`src/rtl/uart_axi_tx_sequencer.sv`:
```
// Single-beat AXI4 master that polls the UART STATUS register until TX is not full, then writes one byte to TXDATA.
// Optional poll timeout is compiled in with `define POLL_TIMEOUT_EN.
module uart_axi_tx_sequencer #(
  parameter logic [31:0] STATUS_ADDR = 32'h0000_0004,
  parameter logic [31:0] TXDATA_ADDR = 32'h0000_0000,
  parameter int          TXFULL_BIT  = 0
`ifdef POLL_TIMEOUT_EN
  , parameter int        TIMEOUT_CYC = 1024
`endif
) (
  input  logic        Clk,
  input  logic        Rst_n,
  input  logic [7:0]  In_data,
  input  logic        In_valid,
  output logic        In_ready,
  output logic        Err,
  output logic [31:0] AW_add,
  output logic        AW_valid,
  input  logic        AW_ready,
  output logic [31:0] W_data,
  output logic [3:0]  W_strb,
  output logic        W_valid,
  output logic        W_last,
  input  logic        W_ready,
  input  logic        B_valid,
  input  logic [1:0]  B_response,
  output logic        B_ready,
  output logic [31:0] AR_add,
  output logic        AR_valid,
  input  logic        AR_ready,
  input  logic [31:0] R_data,
  input  logic        R_valid,
  input  logic [1:0]  R_resp,
  output logic        R_ready,
  output logic [2:0]  dbg_state
);

  // Handshake rule on every channel: a transfer happens on the rising edge where
  // valid && ready; a raised valid (and its payload) holds until that edge.
  typedef enum logic [2:0] {IDLE, RD_A, RD_D, WR, WR_B} state_t;

  state_t     state_q, state_n;
  logic [7:0] byte_q, byte_n;
  logic       in_ready_n, err_n;
  logic       ar_valid_n, r_ready_n, aw_valid_n, w_valid_n, b_ready_n;
  logic       poll_expired;
  logic       unused_rdata;

  assign dbg_state    = state_q;
  assign unused_rdata = ^R_data;

`ifdef POLL_TIMEOUT_EN
  logic [31:0] cnt_q;

  always_ff @(posedge Clk or negedge Rst_n) begin
    if (!Rst_n) begin
      cnt_q <= '0;
    end else if (state_q == IDLE) begin
      cnt_q <= '0;
    end else if ((state_q == RD_A || state_q == RD_D) && cnt_q != '1) begin
      cnt_q <= cnt_q + 32'd1;
    end
  end

  assign poll_expired = (cnt_q >= 32'(TIMEOUT_CYC - 1));
`else
  assign poll_expired = 1'b0;
`endif

  always_comb begin
    state_n    = state_q;
    byte_n     = byte_q;
    in_ready_n = 1'b0;
    err_n      = 1'b0;
    ar_valid_n = AR_valid;
    r_ready_n  = R_ready;
    aw_valid_n = AW_valid;
    w_valid_n  = W_valid;
    b_ready_n  = B_ready;
    case (state_q)
      IDLE: begin
        if (In_valid) begin
          byte_n     = In_data;
          in_ready_n = 1'b1;
          ar_valid_n = 1'b1;
          state_n    = RD_A;
        end
      end
      RD_A: begin
        if (AR_valid && AR_ready) begin
          ar_valid_n = 1'b0;
          r_ready_n  = 1'b1;
          state_n    = RD_D;
        end
      end
      RD_D: begin
        if (R_valid && R_ready) begin
          r_ready_n = 1'b0;
          if (R_resp != 2'b00) begin
            err_n   = 1'b1;
            state_n = IDLE;
          end else if (R_data[TXFULL_BIT]) begin
            if (poll_expired) begin
              err_n   = 1'b1;
              state_n = IDLE;
            end else begin
              ar_valid_n = 1'b1;
              state_n    = RD_A;
            end
          end else begin
            aw_valid_n = 1'b1;
            w_valid_n  = 1'b1;
            state_n    = WR;
          end
        end
      end
      WR: begin
        // AW and W complete independently, in either order.
        if (AW_valid && AW_ready) aw_valid_n = 1'b0;
        if (W_valid && W_ready)   w_valid_n  = 1'b0;
        if (!aw_valid_n && !w_valid_n) begin
          b_ready_n = 1'b1;
          state_n   = WR_B;
        end
      end
      WR_B: begin
        if (B_valid && B_ready) begin
          b_ready_n = 1'b0;
          err_n     = (B_response != 2'b00);
          state_n   = IDLE;
        end
      end
      default: state_n = IDLE;
    endcase
  end

  always_ff @(posedge Clk or negedge Rst_n) begin
    if (!Rst_n) begin
      state_q  <= IDLE;
      byte_q   <= '0;
      In_ready <= 1'b0;
      Err      <= 1'b0;
      AR_valid <= 1'b0;
      AR_add   <= '0;
      R_ready  <= 1'b0;
      AW_valid <= 1'b0;
      AW_add   <= '0;
      W_valid  <= 1'b0;
      W_data   <= '0;
      W_strb   <= '0;
      W_last   <= 1'b0;
      B_ready  <= 1'b0;
    end else begin
      state_q  <= state_n;
      byte_q   <= byte_n;
      In_ready <= in_ready_n;
      Err      <= err_n;
      AR_valid <= ar_valid_n;
      AR_add   <= ar_valid_n ? STATUS_ADDR : 32'd0;
      R_ready  <= r_ready_n;
      AW_valid <= aw_valid_n;
      AW_add   <= aw_valid_n ? TXDATA_ADDR : 32'd0;
      W_valid  <= w_valid_n;
      W_data   <= w_valid_n ? {24'd0, byte_q} : 32'd0;
      W_strb   <= w_valid_n ? 4'b0001 : 4'b0000;
      W_last   <= w_valid_n;
      B_ready  <= b_ready_n;
    end
  end

endmodule

```
`config.mk`:
```
export PLATFORM = sky130hd
export DESIGN_NAME = uart_axi_tx_sequencer
export DESIGN_NICKNAME = d
export VERILOG_FILES = /design/src/rtl/uart_axi_tx_sequencer.sv
export SDC_FILE = /design/constraint.sdc
export NUM_CORES = 1
export LEC_CHECK = 0
export BUFFER_PORTS_ARGS = -buffer_cell sky130_fd_sc_hd__buf_2
export CORE_UTILIZATION = 38
export CTS_CLUSTER_DIAMETER = 150
export DETAILED_ROUTE_END_ITERATION = 10
export GPL_TIMING_DRIVEN = 0
export PLACE_DENSITY = 0.79
export SETUP_SLACK_MARGIN = 0.4
export SLEW_MARGIN = 20
export SYNTH_ARGS = -nofsm -noshare
export SYNTH_HDL_FRONTEND = slang
export SYNTH_SLANG_ARGS = --single-unit
```
`constraint.sdc`:
```
create_clock -name Clk -period 2 [get_ports Clk]
set_input_delay 0.2 -clock Clk [delete_from_list [all_inputs] [get_ports Clk]]
set_output_delay 0.2 -clock Clk [all_outputs]
set_load 0.05 [all_outputs]
```
==> results of run 1 <==
cell usage after synthesis, drive strengths merged:
cell,instances
and4b,1
a31oi,1
buf,94
a221oi,1
o32ai,1
o211ai,1
clkbuf,1
nor4,1
mux2,8
dfrtp,26
or3,1
conb,1
inv,4
o22ai,1
nor2b,9
nor4b,1
nand2,13
o21bai,1
a21oi,6
nor3b,1
and2,1
nor2,7
o21ai,7
a32o,1
nand3,1
nand3b,1
power by group:
part           internal (mW)  switching (mW)
Sequential             0.700           0.124
Combinational          0.569            1.12
Clock                  0.268           0.167
cell type report:
cell class | count | area [um2]
fillers | 444 | 2120
multi-input cells | 155 | 813
plain buffers | 95 | 717
flip-flops and latches | 26 | 654
repair buffers | 45 | 238
well taps | 54 | 67.6
clock buffers | 3 | 41.3
clock inverters | 1 | 30.0
inverters | 4 | 15.0
placed cells by master, fill, tap and decap left out, types with 3 or more instances in the layout:
master	count
sky130_fd_sc_hd__o21ai_0	7
sky130_fd_sc_hd__nor2_1	7
sky130_fd_sc_hd__dfrtp_1	23
sky130_fd_sc_hd__buf_4	96
sky130_fd_sc_hd__a21oi_1	5
sky130_fd_sc_hd__dfrtp_2	3
sky130_fd_sc_hd__clkbuf_8	4
sky130_fd_sc_hd__mux2_2	8
sky130_fd_sc_hd__buf_2	42
sky130_fd_sc_hd__nor2b_1	8
sky130_fd_sc_hd__conb_1	90
sky130_fd_sc_hd__nand2_1	13
sky130_fd_sc_hd__inv_1	4
what timing repair did:
action / in CTS / in global routing
endpoints found under the setup margin: 8 / 10
hold buffers: 1 / 0
resized for setup: 0 / 2
endpoints found under the hold margin: 26 / 0
pin swaps: 1 / 0
setup buffers: 1 / 2
cells by family after synthesis:
group | share of synthesized area (%)
AO/OA/AOI/OAI | 7.79
buffers and inverters | 39.6
flip-flops | 35.2
multiplexers | 4.87
other | 0.203
AND/OR/NAND/NOR | 12.3
worst max-delay path by stage:
stage	end	slack (ps)	depth (start not counted)
6_report	dbg_state[1]	490	6
3_5_place_dp	byte_q[4]	330	3
4_1_cts	W_data[1]	420	6
3_3_place_gp	byte_q[2]	340	3
5_1_grt	W_data[7]	390	5
2_1_floorplan	dbg_state[1]	360	6
registers in the layout (all words and copies together) (netlist names), named ones only:
register / cells
In_ready: 1
W_data: 8
Err: 1
byte_q: 8
dbg_state: 3
B_ready: 1
AW_valid: 1
R_ready: 1
AR_add: 1
layer usage:
metal  wire length (um)  vias up  global-route usage (%)
met5                  0        -                       0
met4                 25        0                    2.61
met3                297        4                    3.80
met2               1730       71                    24.4
met1               1110      594                    11.9
li1                   -      712                       -
critical path, cell delays in order (launching register included):
cell	delay [ps]
sky130_fd_sc_hd__dfrtp_2	370
sky130_fd_sc_hd__clkbuf_8	170
sky130_fd_sc_hd__nor2b_4	50
sky130_fd_sc_hd__and2_4	160
sky130_fd_sc_hd__a32o_1	220
sky130_fd_sc_hd__nand3b_4	170
sky130_fd_sc_hd__a221oi_2	270
==> impl_metrics.sql, run 1 <==
INSERT INTO impl_metrics (metric_group, metric, value, unit) VALUES
('sta', 'maxClockFrequency', '661', 'MHz'),
('clock_tree', 'clk_pin_slew_worst_paths', '90', 'ps'),
('global_routing', 'grt_usage', '12.1', '%'),
('routing', 'totalWireLength', '3160', 'um'),
('global_routing', 'grt_start_max_net_pins', '27', ''),
('routing', 'post-route-drc-count', '0', ''),
('clock_tree', 'clock_sink_count', '26', ''),
('power_and_ir_drop', 'max-vdd-ir-drop', '0.513', 'mV'),
('routing', 'drt_pass1_iterations', '6', ''),
('cells_and_area', 'final_core_utilization', '54.9', '%'),
('sta', 'finalWorstPathRequiredPeriod', '1510', 'ps'),
('global_routing', 'global_route_wire_length_before_repair', '4970', 'um'),
('sta', 'tightest_slew', '577', 'ps'),
('placement', 'placement.io_buffers', '41', ''),
('worst_setup_path', 'worst-r2r-cell-count', '6', ''),
('clock_tree', 'clock_tree_from_tritoncts', 'done', ''),
('die', 'die_extent_in_y', '71.7', 'um'),
('worst_hold_path', 'timing.hold.worst.start', 'AW_ready', ''),
('power_and_ir_drop', 'p_total', '2.95', 'mW'),
('clock_tree', 'number_of_buffers_added_by_the_clock_tree_synthesis_step', '3', ''),
('run_status', 'status', 'finished, final reports clean', ''),
('routing', 'detailroute.via_count', '1381', ''),
('worst_setup_path', 'crit_required', '2180', 'ps'),
('worst_setup_path', 'critPathCaptureType', 'register', ''),
('sta', 'report.final.hold_viol_count', '0', ''),
('placement', 'placedInstanceArea', '2460', 'um2'),
('die', 'num_io_pins', '163', ''),
('worst_setup_path', 'regToRegEndpoint', 'dbg_state[1]', ''),
('sta', 'relSlewSlack', '61.5', '%'),
('synthesis', 'post_synthesis_cells', '191', ''),
('routing', 'initialDrtViolationCount', '51', ''),
('worst_hold_path', 'min_path_cells', '2', ''),
('sta', 'final-max-slew-violation-count', '0', ''),
('worst_setup_path', 'startpoint', 'dbg_state[2]', ''),
('synthesis', 'post-synth-top-area-fraction', '37.8', '%'),
('cells_and_area', 'final_cell_count_no_fill', '383', ''),
('worst_setup_path', 'critPathMaxFanout', '8', ''),
('worst_setup_path', 'setup.worst_path.start_class', 'register', ''),
('clock_tree', 'worstSkewPairLatency', '270', 'ps'),
('worst_hold_path', 'tightest_hold_check_type', 'in -> reg', ''),
('synthesis', 'synth.yosys.warnings', '0', ''),
('cells_and_area', 'area_growth', '39.4', '%'),
('sta', 'layout_worst_path_cycle_share', '75.6', '%'),
('sta', 'fin_hold_ws', '101', 'ps'),
('worst_setup_path', 'worstSetupPathType', 'reg -> reg', ''),
('synthesis', 'ys_seq_elements', '26', ''),
('placement', 'pre_cts_slack', '333', 'ps'),
('worst_hold_path', 'hold_end', 'AW_valid', ''),
('synthesis', 'synth_area_leaders', 'sky130_fd_sc_hd__buf_4, sky130_fd_sc_hd__dfrtp_1, sky130_fd_sc_hd__mux2_2', ''),
('clock_tree', 'cell_at_the_root_of_the_clock_tree', 'sky130_fd_sc_hd__clkbuf_8', ''),
('placement', 'dp.final_hpwl', '2610', 'um'),
('worst_setup_path', 'timing.reg2reg.setup_slack', '490', 'ps'),
('die', 'std_cell_rows', '25', ''),
('global_routing', 'total_congestion_overflow_after_global_routing', '0', ''),
('power_and_ir_drop', 'power.density', '1150', 'nW/um2'),
('power_and_ir_drop', 'power.static_leakage', '1.55', 'nW'),
('sta', 'fin_worst_skew', '2.58', 'ps'),
('cells_and_area', 'design.final.nets', '382', ''),
('worst_setup_path', 'cp.arrival', '1690', 'ps'),
('worst_setup_path', 'reg_to_reg_start', 'dbg_state[2]', ''),
('die', 'core_region_area', '4690', 'um2'),
('placement', 'post-place-cells', '375', ''),
('synthesis', 'yosys.cell_types.count', '29', ''),
('die', 'overall_die_area', '5150', 'um2'),
('cells_and_area', 'share_of_post_route_cells_with_drive_strength_above_1', '49.5', '%'),
('global_routing', 'antenna_found_initial', '0', ''),
('synthesis', 'syn_avg_cell_area', '9.68', 'um2'),
('routing', 'vias_per_cell', '3.61', ''),
('job', 'cap_viol_max_count', '0', ''),
('synthesis', 'ys_seq_area_share', '35.2', '%'),
('placement', 'final_wtd_congestion', '0.800', '');
(Power assumes the default switching activity.)
==> inputs of run 2 (changes only) <==
Settings changed: CORE_UTILIZATION 38 to 34, PLACE_DENSITY 0.79 to 0.74.
Clock period 2 ns to 1.3 ns, I/O delays scaled along.
==> impl_metrics.sql, run 2 (synthesis results as in run 1) <==
INSERT INTO impl_metrics (metric_group, metric, value, unit) VALUES
('run_status', 'status', 'complete, but fails checks', ''),
('run_status', 'failed_checks', 'setup timing', ''),
('power_and_ir_drop', 'pwr-share-comb', '65.4', '%'),
('sta', 'finalWorstPathRequiredPeriod', '1520', 'ps'),
('sta', 'maxClockFrequency', '658', 'MHz'),
('cells_and_area', 'share_of_post_route_cells_with_drive_strength_above_1', '56.3', '%'),
('clock_tree', 'cts_max_path_buffers', '2', ''),
('worst_setup_path', 'chain_of_cells_forming_the_critical_path', 'buf_12, nor4b_4, buf_4, mux2_4', ''),
('worst_hold_path', 'min_path_cells', '2', ''),
('sta', 'layout_worst_path_cycle_share', '117', '%'),
('clock_tree', 'clock_tree_from_tritoncts', 'done', ''),
('power_and_ir_drop', 'power.density', '1850', 'nW/um2'),
('worst_setup_path', 'critPathMaxFanout', '5', ''),
('power_and_ir_drop', 'clock_power_share', '11.7', '%'),
('global_routing', 'total_congestion_overflow_after_global_routing', '0', ''),
('placement', 'placement.io_buffers', '41', ''),
('cells_and_area', 'final_cell_mix', 'sky130_fd_sc_hd__buf_4, sky130_fd_sc_hd__conb_1, sky130_fd_sc_hd__buf_6', ''),
('cells_and_area', 'mostFrequentLayoutCell', 'sky130_fd_sc_hd__buf_4', ''),
('sta', 'fin_hold_ws', '43.6', 'ps'),
('die', 'die-width', '75.7', 'um'),
('routing', 'drt.antenna.violating_nets', '0', ''),
('sta', 'setup_tns', '-3220', 'ps'),
('cells_and_area', 'final_cell_count_no_fill', '418', ''),
('clock_tree', 'number_of_buffers_added_by_the_clock_tree_synthesis_step', '3', ''),
('worst_hold_path', 'tightest_hold_check_type', 'in -> reg', ''),
('routing', 'initialDrtViolationCount', '72', ''),
('sta', 'grt_setup_unrepaired', 'yes', ''),
('worst_setup_path', 'worstSetupPathType', 'reg -> reg', ''),
('power_and_ir_drop', 'p_total', '5.73', 'mW'),
('worst_setup_path', 'regToRegEndpoint', 'byte_q[5]', ''),
('placement', 'pre_cts_slack', '-376', 'ps'),
('clock_tree', 'cell_at_the_root_of_the_clock_tree', 'sky130_fd_sc_hd__clkbuf_8', ''),
('global_routing', 'antenna_found_initial', '0', ''),
('die', 'core_region_area', '5170', 'um2'),
('worst_hold_path', 'timing.hold.worst.start', 'AW_ready', ''),
('die', 'std_cell_rows', '26', ''),
('clock_tree', 'clock_sink_count', '26', ''),
('placement', 'dp.final_hpwl', '2710', 'um'),
('routing', 'totalWireLength', '4320', 'um'),
('power_and_ir_drop', 'power_switching_share', '44.2', '%'),
('die', 'initial_core_utilization', '35.7', '%'),
('power_and_ir_drop', 'p_int', '3.20', 'mW'),
('cells_and_area', 'layout.filler_cells', '407', ''),
('clock_tree', 'clk_pin_slew_worst_paths', '90', 'ps'),
('sta', 'layout_setup_ws', '-219', 'ps'),
('cells_and_area', 'final_core_utilization', '59.8', '%'),
('global_routing', 'grt_pass1_vias', '1261', ''),
('routing', 'detailroute.via_count', '1534', ''),
('sta', 'final-max-slew-violation-count', '0', ''),
('worst_setup_path', 'cp_slowest_cell', 'sky130_fd_sc_hd__dfrtp_2', ''),
('clock_tree', 'cts-htree-levels', '1', ''),
('worst_setup_path', 'crit_required', '1460', 'ps'),
('power_and_ir_drop', 'seq_power_share', '22.9', '%'),
('routing', 'vias_per_cell', '3.67', ''),
('global_routing', 'global_route_wire_length_before_repair', '5660', 'um'),
('cells_and_area', 'diodes', '0', ''),
('cells_and_area', 'area_growth', '67.5', '%'),
('cells_and_area', 'design.final.nets', '401', ''),
('global_routing', 'grt_start_max_net_pins', '27', ''),
('worst_hold_path', 'hold_end', 'AW_valid', ''),
('worst_setup_path', 'critPathCaptureType', 'register', ''),
('power_and_ir_drop', 'switching_power', '2.53', 'mW'),
('routing', 'post-route-drc-count', '0', ''),
('worst_setup_path', 'cp.arrival', '1680', 'ps'),
('sta', 'report.final.hold_viol_count', '0', ''),
('worst_setup_path', 'timing.reg2reg.setup_slack', '-220', 'ps'),
('placement', 'post-place-cells', '391', ''),
('worst_setup_path', 'worst-r2r-cell-count', '4', ''),
('routing', 'drt_pass1_iterations', '4', ''),
('sta', 'setup_viol', '24', ''),
('die', 'die_extent_in_y', '75.7', 'um'),
('global_routing', 'grt_usage', '13.3', '%'),
('worst_setup_path', 'reg_to_reg_start', 'dbg_state[1]', ''),
('placement', 'final_wtd_congestion', '0.760', ''),
('placement', 'placedInstanceArea', '2520', 'um2'),
('job', 'cap_viol_max_count', '0', ''),
('die', 'num_io_pins', '163', ''),
('routing', 'routedWlPerCell', '10.3', 'um'),
('clock_tree', 'worstSkewPairLatency', '270', 'ps'),
('cells_and_area', 'post_route_cell_area', '3100', 'um2'),
('power_and_ir_drop', 'max-vdd-ir-drop', '0.984', 'mV'),
('worst_setup_path', 'setup.worst_path.start_class', 'register', ''),
('die', 'overall_die_area', '5730', 'um2'),
('sta', 'fin_worst_skew', '1.93', 'ps'),
('power_and_ir_drop', 'power.static_leakage', '1.75', 'nW'),
('worst_setup_path', 'critical_path.max_stage_delay', '450', 'ps');
-- run 2: worst max-delay path by stage --
stage	end	cells past startpoint	slack, ps	start
final	byte_q[5]	4	-220	dbg_state[1]
after global routing	dbg_state[1]	5	-280	dbg_state[1]
after CTS	byte_q[1]	4	-190	dbg_state[2]
after detailed placement	byte_q[5]	3	-380	dbg_state[2]
after global placement	byte_q[2]	3	-370	dbg_state[2]
after floorplan	byte_q[0]	3	-330	dbg_state[2]
-- run 2: power groups by stage --
stage               clock network [mW]  registers, mW  logic, mW
floorplan                            0           1.73       1.77
global placement                     0           1.30       2.56
detailed placement                   0           1.32       2.58
CTS                              0.693           1.30       3.40
global route                     0.695           1.35       3.93
finish                           0.670           1.31       3.75
-- run 2: repair_timing --
item                       in CTS  in global routing
gates resized for setup        69                 19
setup buffers                  17                  4
pin swaps                       9                  8
hold endpoints to repair       26                  0
hold buffers                    1                  0
setup endpoints to repair      47                 53
gates cloned                    1                  0
-- run 2: final cells by class --
class	instances	area (um2)	area share (%)
Buffer	95	736	23.8
Clock buffer	3	41.3	1.33
Clock inverter	1	30.0	0.970
Inverter	4	18.8	0.606
Multi-Input combinational cell	156	921	29.7
Sequential cell	26	658	21.3
Tap cell	70	87.6	2.83
Timing Repair Buffer	63	603	19.5
-- run 2: routing by layer --
layer	vias to the layer above	GRT usage, %	part of all wire, %
li1	754	-	-
met2	87	28.1	61
met1	687	12.6	31
met3	6	2.25	6.3
met5	-	0	0
met4	0	4.32	1.5
-- run 2: worst max-delay path, delay by kind of cell (launching register included) --
family | cells | cell delay (ps)
buf+inv | 2 | 350
simple gates | 1 | 310
mux | 1 | 300
flops | 1 | 450
